[src/rtl/round_controller_pkg.sv]
// Shared types for the round controller: FSM states, winner codes and score width helper.
package game_pkg;

    typedef enum logic [1:0] {
        PLAY = 2'b00,
        HOLD = 2'b01,
        DONE = 2'b10
    } rc_state_t;

    localparam logic [1:0] WIN_NONE = 2'b00;
    localparam logic [1:0] WIN_P1   = 2'b01;
    localparam logic [1:0] WIN_P2   = 2'b10;

    function automatic int score_w(input int max_score);
        return $clog2(max_score + 1);
    endfunction

endpackage

[src/rtl/round_controller_if.sv]
// Win-strobe / score bus between the win detectors, the round controller and the playfield.
interface round_controller_if #(
    parameter int SCORE_W = 3
) ();
    logic               p1_win;
    logic               p2_win;
    logic               round_rst;
    logic [SCORE_W-1:0] p1_score;
    logic [SCORE_W-1:0] p2_score;
    logic               match_over;
    logic [1:0]         winner;

    modport master (
        output p1_win, p2_win,
        input  round_rst, p1_score, p2_score, match_over, winner
    );

    modport slave (
        input  p1_win, p2_win,
        output round_rst, p1_score, p2_score, match_over, winner
    );
endinterface

[src/rtl/round_controller_score_counter.sv]
// Per-player point counter; saturates at MAX so a stray increment can never wrap.
module score_counter #(
    parameter int MAX     = 7,
    parameter int SCORE_W = 3
) (
    input  logic               clk,
    input  logic               reset,
    input  logic               inc,
    output logic [SCORE_W-1:0] count,
    output logic               at_max
);
    logic [SCORE_W-1:0] r_count;

    always_ff @(posedge clk) begin
        if (reset)
            r_count <= '0;
        else if (inc && !at_max)
            r_count <= r_count + 1'b1;
    end

    assign count  = r_count;
    assign at_max = (r_count == SCORE_W'(MAX));
endmodule

[src/rtl/round_controller.sv]
// Match scorekeeper: counts win strobes, times the round-reset strobe and freezes at MAX_SCORE.
module round_controller
    import game_pkg::*;
#(
    parameter int MAX_SCORE   = 7,
    parameter int HOLD_CYCLES = 4
) (
    input  logic              clk,
    input  logic              reset,
    round_controller_if.slave bus
);
    localparam int SCORE_W = score_w(MAX_SCORE);
    localparam int HOLD_W  = $clog2(HOLD_CYCLES + 1);

    rc_state_t          r_state, w_state_nxt;
    logic [HOLD_W-1:0]  r_hold,  w_hold_nxt;
    logic               w_inc1, w_inc2, w_last;
    logic [SCORE_W-1:0] w_p1_count, w_p2_count;
    logic               w_p1_max, w_p2_max;

    score_counter #(.MAX(MAX_SCORE), .SCORE_W(SCORE_W)) u_p1 (
        .clk(clk), .reset(reset), .inc(w_inc1), .count(w_p1_count), .at_max(w_p1_max)
    );

    score_counter #(.MAX(MAX_SCORE), .SCORE_W(SCORE_W)) u_p2 (
        .clk(clk), .reset(reset), .inc(w_inc2), .count(w_p2_count), .at_max(w_p2_max)
    );

    always_ff @(posedge clk) begin
        if (reset) begin
            r_state <= PLAY;
            r_hold  <= '0;
        end else begin
            r_state <= w_state_nxt;
            r_hold  <= w_hold_nxt;
        end
    end

    always_comb begin
        w_state_nxt = r_state;
        w_hold_nxt  = r_hold;
        w_inc1      = 1'b0;
        w_inc2      = 1'b0;
        w_last      = 1'b0;
        case (r_state)
            PLAY: begin
                // Simultaneous strobes are a tie and score nothing.
                if (bus.p1_win ^ bus.p2_win) begin
                    w_inc1 = bus.p1_win;
                    w_inc2 = bus.p2_win;
                    w_last = bus.p1_win ? (w_p1_count == SCORE_W'(MAX_SCORE - 1))
                                        : (w_p2_count == SCORE_W'(MAX_SCORE - 1));
                    if (w_last) begin
                        w_state_nxt = DONE;
                    end else begin
                        w_state_nxt = HOLD;
                        w_hold_nxt  = HOLD_W'(HOLD_CYCLES - 1);
                    end
                end
            end
            HOLD: begin
                if (r_hold == '0)
                    w_state_nxt = PLAY;
                else
                    w_hold_nxt = r_hold - 1'b1;
            end
            DONE:    w_state_nxt = DONE;
            default: w_state_nxt = PLAY;
        endcase
    end

    // Counters only reach MAX on the final point, so at_max doubles as the winner flag.
    assign bus.round_rst  = (r_state != PLAY);
    assign bus.match_over = (r_state == DONE);
    assign bus.winner     = w_p1_max ? WIN_P1 : (w_p2_max ? WIN_P2 : WIN_NONE);
    assign bus.p1_score   = w_p1_count;
    assign bus.p2_score   = w_p2_count;
endmodule

[src/flat_wrapper.sv]
// flat-port wrapper written by rule: the top's interface ports become plain ports
module round_controller_flat import game_pkg::*;
#(
    parameter int MAX_SCORE   = 7,
    parameter int HOLD_CYCLES = 4
)
  (clk, reset, bus_p1_win, bus_p2_win, bus_round_rst, bus_p1_score, bus_p2_score, bus_match_over, bus_winner);
  round_controller_if #(.SCORE_W(3)) bus_i ();
  input  logic clk;
  input  logic reset;
  input wire logic [$bits(bus_i.p1_win)-1:0] bus_p1_win;
  input wire logic [$bits(bus_i.p2_win)-1:0] bus_p2_win;
  output wire logic [$bits(bus_i.round_rst)-1:0] bus_round_rst;
  output wire logic [$bits(bus_i.p1_score)-1:0] bus_p1_score;
  output wire logic [$bits(bus_i.p2_score)-1:0] bus_p2_score;
  output wire logic [$bits(bus_i.match_over)-1:0] bus_match_over;
  output wire logic [$bits(bus_i.winner)-1:0] bus_winner;
  assign bus_i.p1_win = bus_p1_win;
  assign bus_i.p2_win = bus_p2_win;
  assign bus_round_rst = bus_i.round_rst;
  assign bus_p1_score = bus_i.p1_score;
  assign bus_p2_score = bus_i.p2_score;
  assign bus_match_over = bus_i.match_over;
  assign bus_winner = bus_i.winner;
  round_controller #(.MAX_SCORE(MAX_SCORE), .HOLD_CYCLES(HOLD_CYCLES)) u_core (.clk(clk), .reset(reset), .bus(bus_i));
endmodule
[config.mk]
export PLATFORM = sky130hd
export DESIGN_NAME = round_controller_flat
export DESIGN_NICKNAME = d
export VERILOG_FILES = /design/src/rtl/round_controller_pkg.sv /design/src/rtl/round_controller_if.sv /design/src/rtl/round_controller_score_counter.sv /design/src/rtl/round_controller.sv /design/src/flat_wrapper.sv
export SDC_FILE = /design/constraint.sdc
export NUM_CORES = 1
export LEC_CHECK = 0
export BUFFER_PORTS_ARGS = -buffer_cell sky130_fd_sc_hd__clkbuf_2
export CAP_MARGIN = 20
export CORE_MARGIN = 1
export CORE_UTILIZATION = 46
export CTS_CLUSTER_DIAMETER = 60
export DETAILED_ROUTE_END_ITERATION = 10
export GPL_ROUTABILITY_DRIVEN = 0
export PLACE_DENSITY_LB_ADDON = 0.05
export SYNTH_ARGS = -nofsm -noshare
export SYNTH_HDL_FRONTEND = slang
export SYNTH_SLANG_ARGS = --single-unit
[constraint.sdc]
create_clock -name clk -period 1.4 [get_ports clk]
set_input_delay 0.07 -clock clk [delete_from_list [all_inputs] [get_ports clk]]
set_output_delay 0.07 -clock clk [all_outputs]
set_load 0.005 [all_outputs]
# Word level (Yosys, flattened, before mapping)
# Cells that the tools add are included.
# word_totals
regBits,11
output_inout_bits,10
elab_cells,43
# op_classes
add_sub_neg,3
n_eq_ne,10
muxes,15
bitwise,1
n_reduce_logical,10
# op_table
operator,n
$eq 3x3->1 const B,4
$mux 2,5
$mux 3,3
$add 3x1->3 const B,2
$pmux 2 s3,1
$pmux 3 s2,1
$mux 1,5
$ne 2x1->1 const B,2
$ne 2x2->1 const B,2
$reduce_and 4->1,1
$reduce_bool 2->1,2
$logic_not 3->1,1
$sub 3x1->3 const B,1
$eq 2x1->1 const B,1
$eq 2x2->1 const B,1
$logic_and 1x1->1,2
$logic_not 1->1,2
$logic_not 2->1,1
$reduce_and 2->1,1
$xor 1x1->1,1

# Longest topological paths before layout
# logic_depth
ltp_word,5
mapped_depth,6

# By module
# Synthesis repeated with hierarchy kept, for this count alone.
# hier_totals
hier_cells,74
hier_area_um2,714.4
# by_module_without_submodules
module,instances,cells_per_inst,area_each_um2,seq_area_each_um2
round_controller,1,44,376.6,100.1
score_counter,2,15,168.9,60.1

# Worst setup path after synthesis
# No wires, ideal clock.
# synth_timing
path_type,reg2reg
start,reg u_core.r_hold[0]
end,reg u_core.r_hold[0]
setup_time_ps,103
t_arrival_ps,1358
setup_slack_ps,-62
stages_incl_launch_ff,7
synth_period_minus_slack_ps,1462
cell_sequence,dfxtp_1 > inv_1 > ha_1 > ha_1 > and2b_4 > a31oi_4 > a2111oi_2
# synth_between
elab_chain_len,3
# synth_rtl
element,line,rtl
"start, declared",round_controller.sv:16,"logic [HOLD_W-1:0] r_hold, w_hold_nxt;"
"start signal, assigned",round_controller.sv:35,r_hold <= w_hold_nxt;
$sub 3x1->3 / $logic_not 3->1 (equally long branches),"round_controller.sv:65, round_controller.sv:62",
$mux 3 / $ne 2x2->1 (equally long branches),n/a,
$pmux 3 s2 / $reduce_and 4->1 (equally long branches),n/a,
# Parallel ways exist; a longest one is shown, timed or not. The select of a mux whose other input is x is not followed.
# A chain may end at the register's enable or synchronous reset.

# Worst setup path in the final report
# Ends and elaborated chain as after synthesis.

==> qor.yml <==
muxShareOfSynthArea_pct: 6.03
portBuffers: 13
yosysWarnings: 0
synth_top_family_by_area: "simple AND/OR/NAND/NOR gates"
critPathRequiredTime_ps: 1570
grt.total_usage_pct: 19.0
r2r_start: "u_core.r_hold[0]"
num_antenna_cells: 0
synth_top_cell_area_share_pct: 33.1
grt_setup_unrepaired: "yes"
clk_latency_ps: 270
synth_most_common_cell: "dfxtp_1"
fin_nets: 100
rows: 13
worstPathMaxFanout: 5
synthArstFlopShare_pct: 0
htree_levels: 1
p_per_area_mw_per_mm2: 874
grt_pass1_wl_mm: 1.95
finalWorstSetupSlack_ps: -12.0
core-area_mm2: 0.00132
ys_types: 26
wirelength_mm: 1.33
synth-xor-area-share_pct: 2.64
wire_per_inst_um: 13.0
maxCapViolCount: 0
yosysTopAreaCell: "dfxtp_1"
dpl.hpwl_um: 987
dr.pass1.iters: 1
start_kind: "register"
start_util_pct: 50.4
r2r_end: "u_core.r_hold[0]"
rr_worst_depth: 6
fmax_mhz: 708
tritoncts: "yes"
ctsHoldBuffers: 0
synthTopCellsByArea: "dfxtp_1 33%, ha_1 15%, nor4b_4 7.2%"
synth_edf_count: 0
layout-drive-gt1-share_pct: 55.2
fillCellCount: 107
critPathKind: "reg -> reg"
drtIter0Drc: 0
num_vias: 526
min_to: "u_core.r_hold[0]"
peakVddDrop_uv: 662
syn2layout_area_growth_pct: 37.7
cts_setup_buffers: 0
cts-root-buf: "clkbuf_4"
period_share_pct: 101
synthCells: 63
syn_area_um2: 664
clk_pin_slew_ps: 70
violations: "negative setup slack"
via_per_inst: 5.16
ant_nets: 0
slew_viol_final: 0
hold_ws_ps: 161
avgSynthCellArea_um2: 10.5
synth-seq-cells: 11
worstHoldPathType: "in -> reg"
clkSinkCount: 11
clockBufferDepth: 2
dieWidth_um: 40.0
ys_seq_area_share_pct: 33.1
yosys-top-cells-count: "11 x dfxtp_1, 10 x nor2_1, 8 x ha_1"
hold_viol: 0
die_height_um: 40.0
clock_skew_ps: 0.403
overflow: 0
crit_arrival_ps: 1580
period_needed_ps: 1410
end_kind: "register"
p_total_w: 0.000800
grt_max_degree: 13
tightest_slew_ps: 429
synth-simple-area-share_pct: 24.5
r2r_setup_slack_ps: -10
holdPathStages: 2
final-setup-viol-count: 3
leakagePower_nw: 0.389
synth_fa_ha_area_share_pct: 15.1
drc: 0
slew_headroom_pct: 71.4
synth_compound_area_share_pct: 12.2
status: "complete, but fails checks"
synth_ff_type: "dfxtp_1"
synthesis.nets: 75
ios: 14
cts_buffers: 3
die_area_mm2: 0.00160
min_from: "reset"
antenna_found_initial: 0
grt_pass1_vias: 473
==> layout make-up <==
type | instances | area [µm²] | share of cell area, %
Sequential cell | 11 | 228 | 24.9
Clock buffer | 4 | 26.3 | 2.87
Multi-Input combinational cell | 44 | 487 | 53.2
Tap cell | 15 | 18.8 | 2.05
Timing Repair Buffer | 22 | 133 | 14.5
Inverter | 6 | 22.5 | 2.46
==> power by group <==
part           total (W)  switching (W)  internal [W]  leakage, nW
combinational   0.000216      0.0000943      0.000122        0.282
sequential      0.000368      0.0000270      0.000340       0.0921
clock           0.000216       0.000106      0.000110       0.0150
==> cell families (layout without fill, tap and decap cells) <==
family / Yosys count / count (layout)
and+or+nand+nor: 22 / 22
DFF: 11 / 11
adders and majority gates: 8 / 8
AOI/OAI and AO/OA: 8 / 8
buffers and inverters: 8 / 32
muxes: 4 / 4
xor gates and xnor gates: 2 / 2
==> state kept, by name (all words and copies together), names as in the netlist <==
| name | flops |
|---|---|
| u_core.r_hold | 3 |
| u_core.u_p2.count | 3 |
| u_core.u_p1.count | 3 |
| u_core.r_state | 2 |
==> stage by stage <==
step / setup TNS [ps] / std cells / instance area [µm²] / worst slack [ps] / utilization (%)
finish: -25.7 / 102 / 915 / -12.0 / 69.4
CTS: -9.84 / 102 / 898 / -9.84 / 68.2
global placement: -118 / 98 / 820 / -65.0 / 62.2
global route: -318 / 102 / 915 / -76.8 / 69.4
floorplan: -2.44 / 63 / 688 / -2.44 / -
detailed placement: -237 / 98 / 820 / -79.3 / 62.2
==> worst max-delay path by stage <==
stage	start	end	slack, ps	depth (start not counted)
after floorplan	u_core.r_hold[0]	u_core.r_hold[0]	-2	6
after global placement	u_core.r_hold[0]	u_core.r_hold[0]	-70	6
after detailed placement	u_core.r_hold[0]	u_core.r_hold[0]	-80	6
after CTS	u_core.r_hold[0]	u_core.r_hold[0]	-10	6
after global routing	u_core.r_hold[1]	u_core.r_hold[0]	-80	6
final	u_core.r_hold[0]	u_core.r_hold[0]	-10	6
==> cell usage in the layout, fill, tap and decap left out, types with 2 or more instances in the layout <==
cell / count
clkbuf_2: 13
nor2_1: 10
buf_4: 9
dfxtp_2: 6
ha_4: 5
dfxtp_1: 5
mux2i_1: 4
inv_2: 3
inv_1: 3
ha_1: 3
clkbuf_4: 3
nor2b_1: 2
nor4b_4: 2
xnor2_1: 2
==> what timing repair did <==
item,4_1_cts,5_1_grt
gates resized for setup,10,3
pin swaps,4,2
endpoints found under the setup margin,7,8
==> routing by layer <==
layer	up-vias	routed length, µm	global-route usage, %
li1	272	-	-
met5	-	0	0
met1	240	664	24.4
met2	10	595	27.4
met4	0	25	12.9
met3	4	43	5.00
==> critical path: stages (launching register included) <==
cell       delay [ps]
dfxtp_2           340
inv_2              50
ha_4              140
ha_1              160
and2b_4           290
a31oi_4            50
a2111oi_4         280
(Power assumes the default switching activity.)
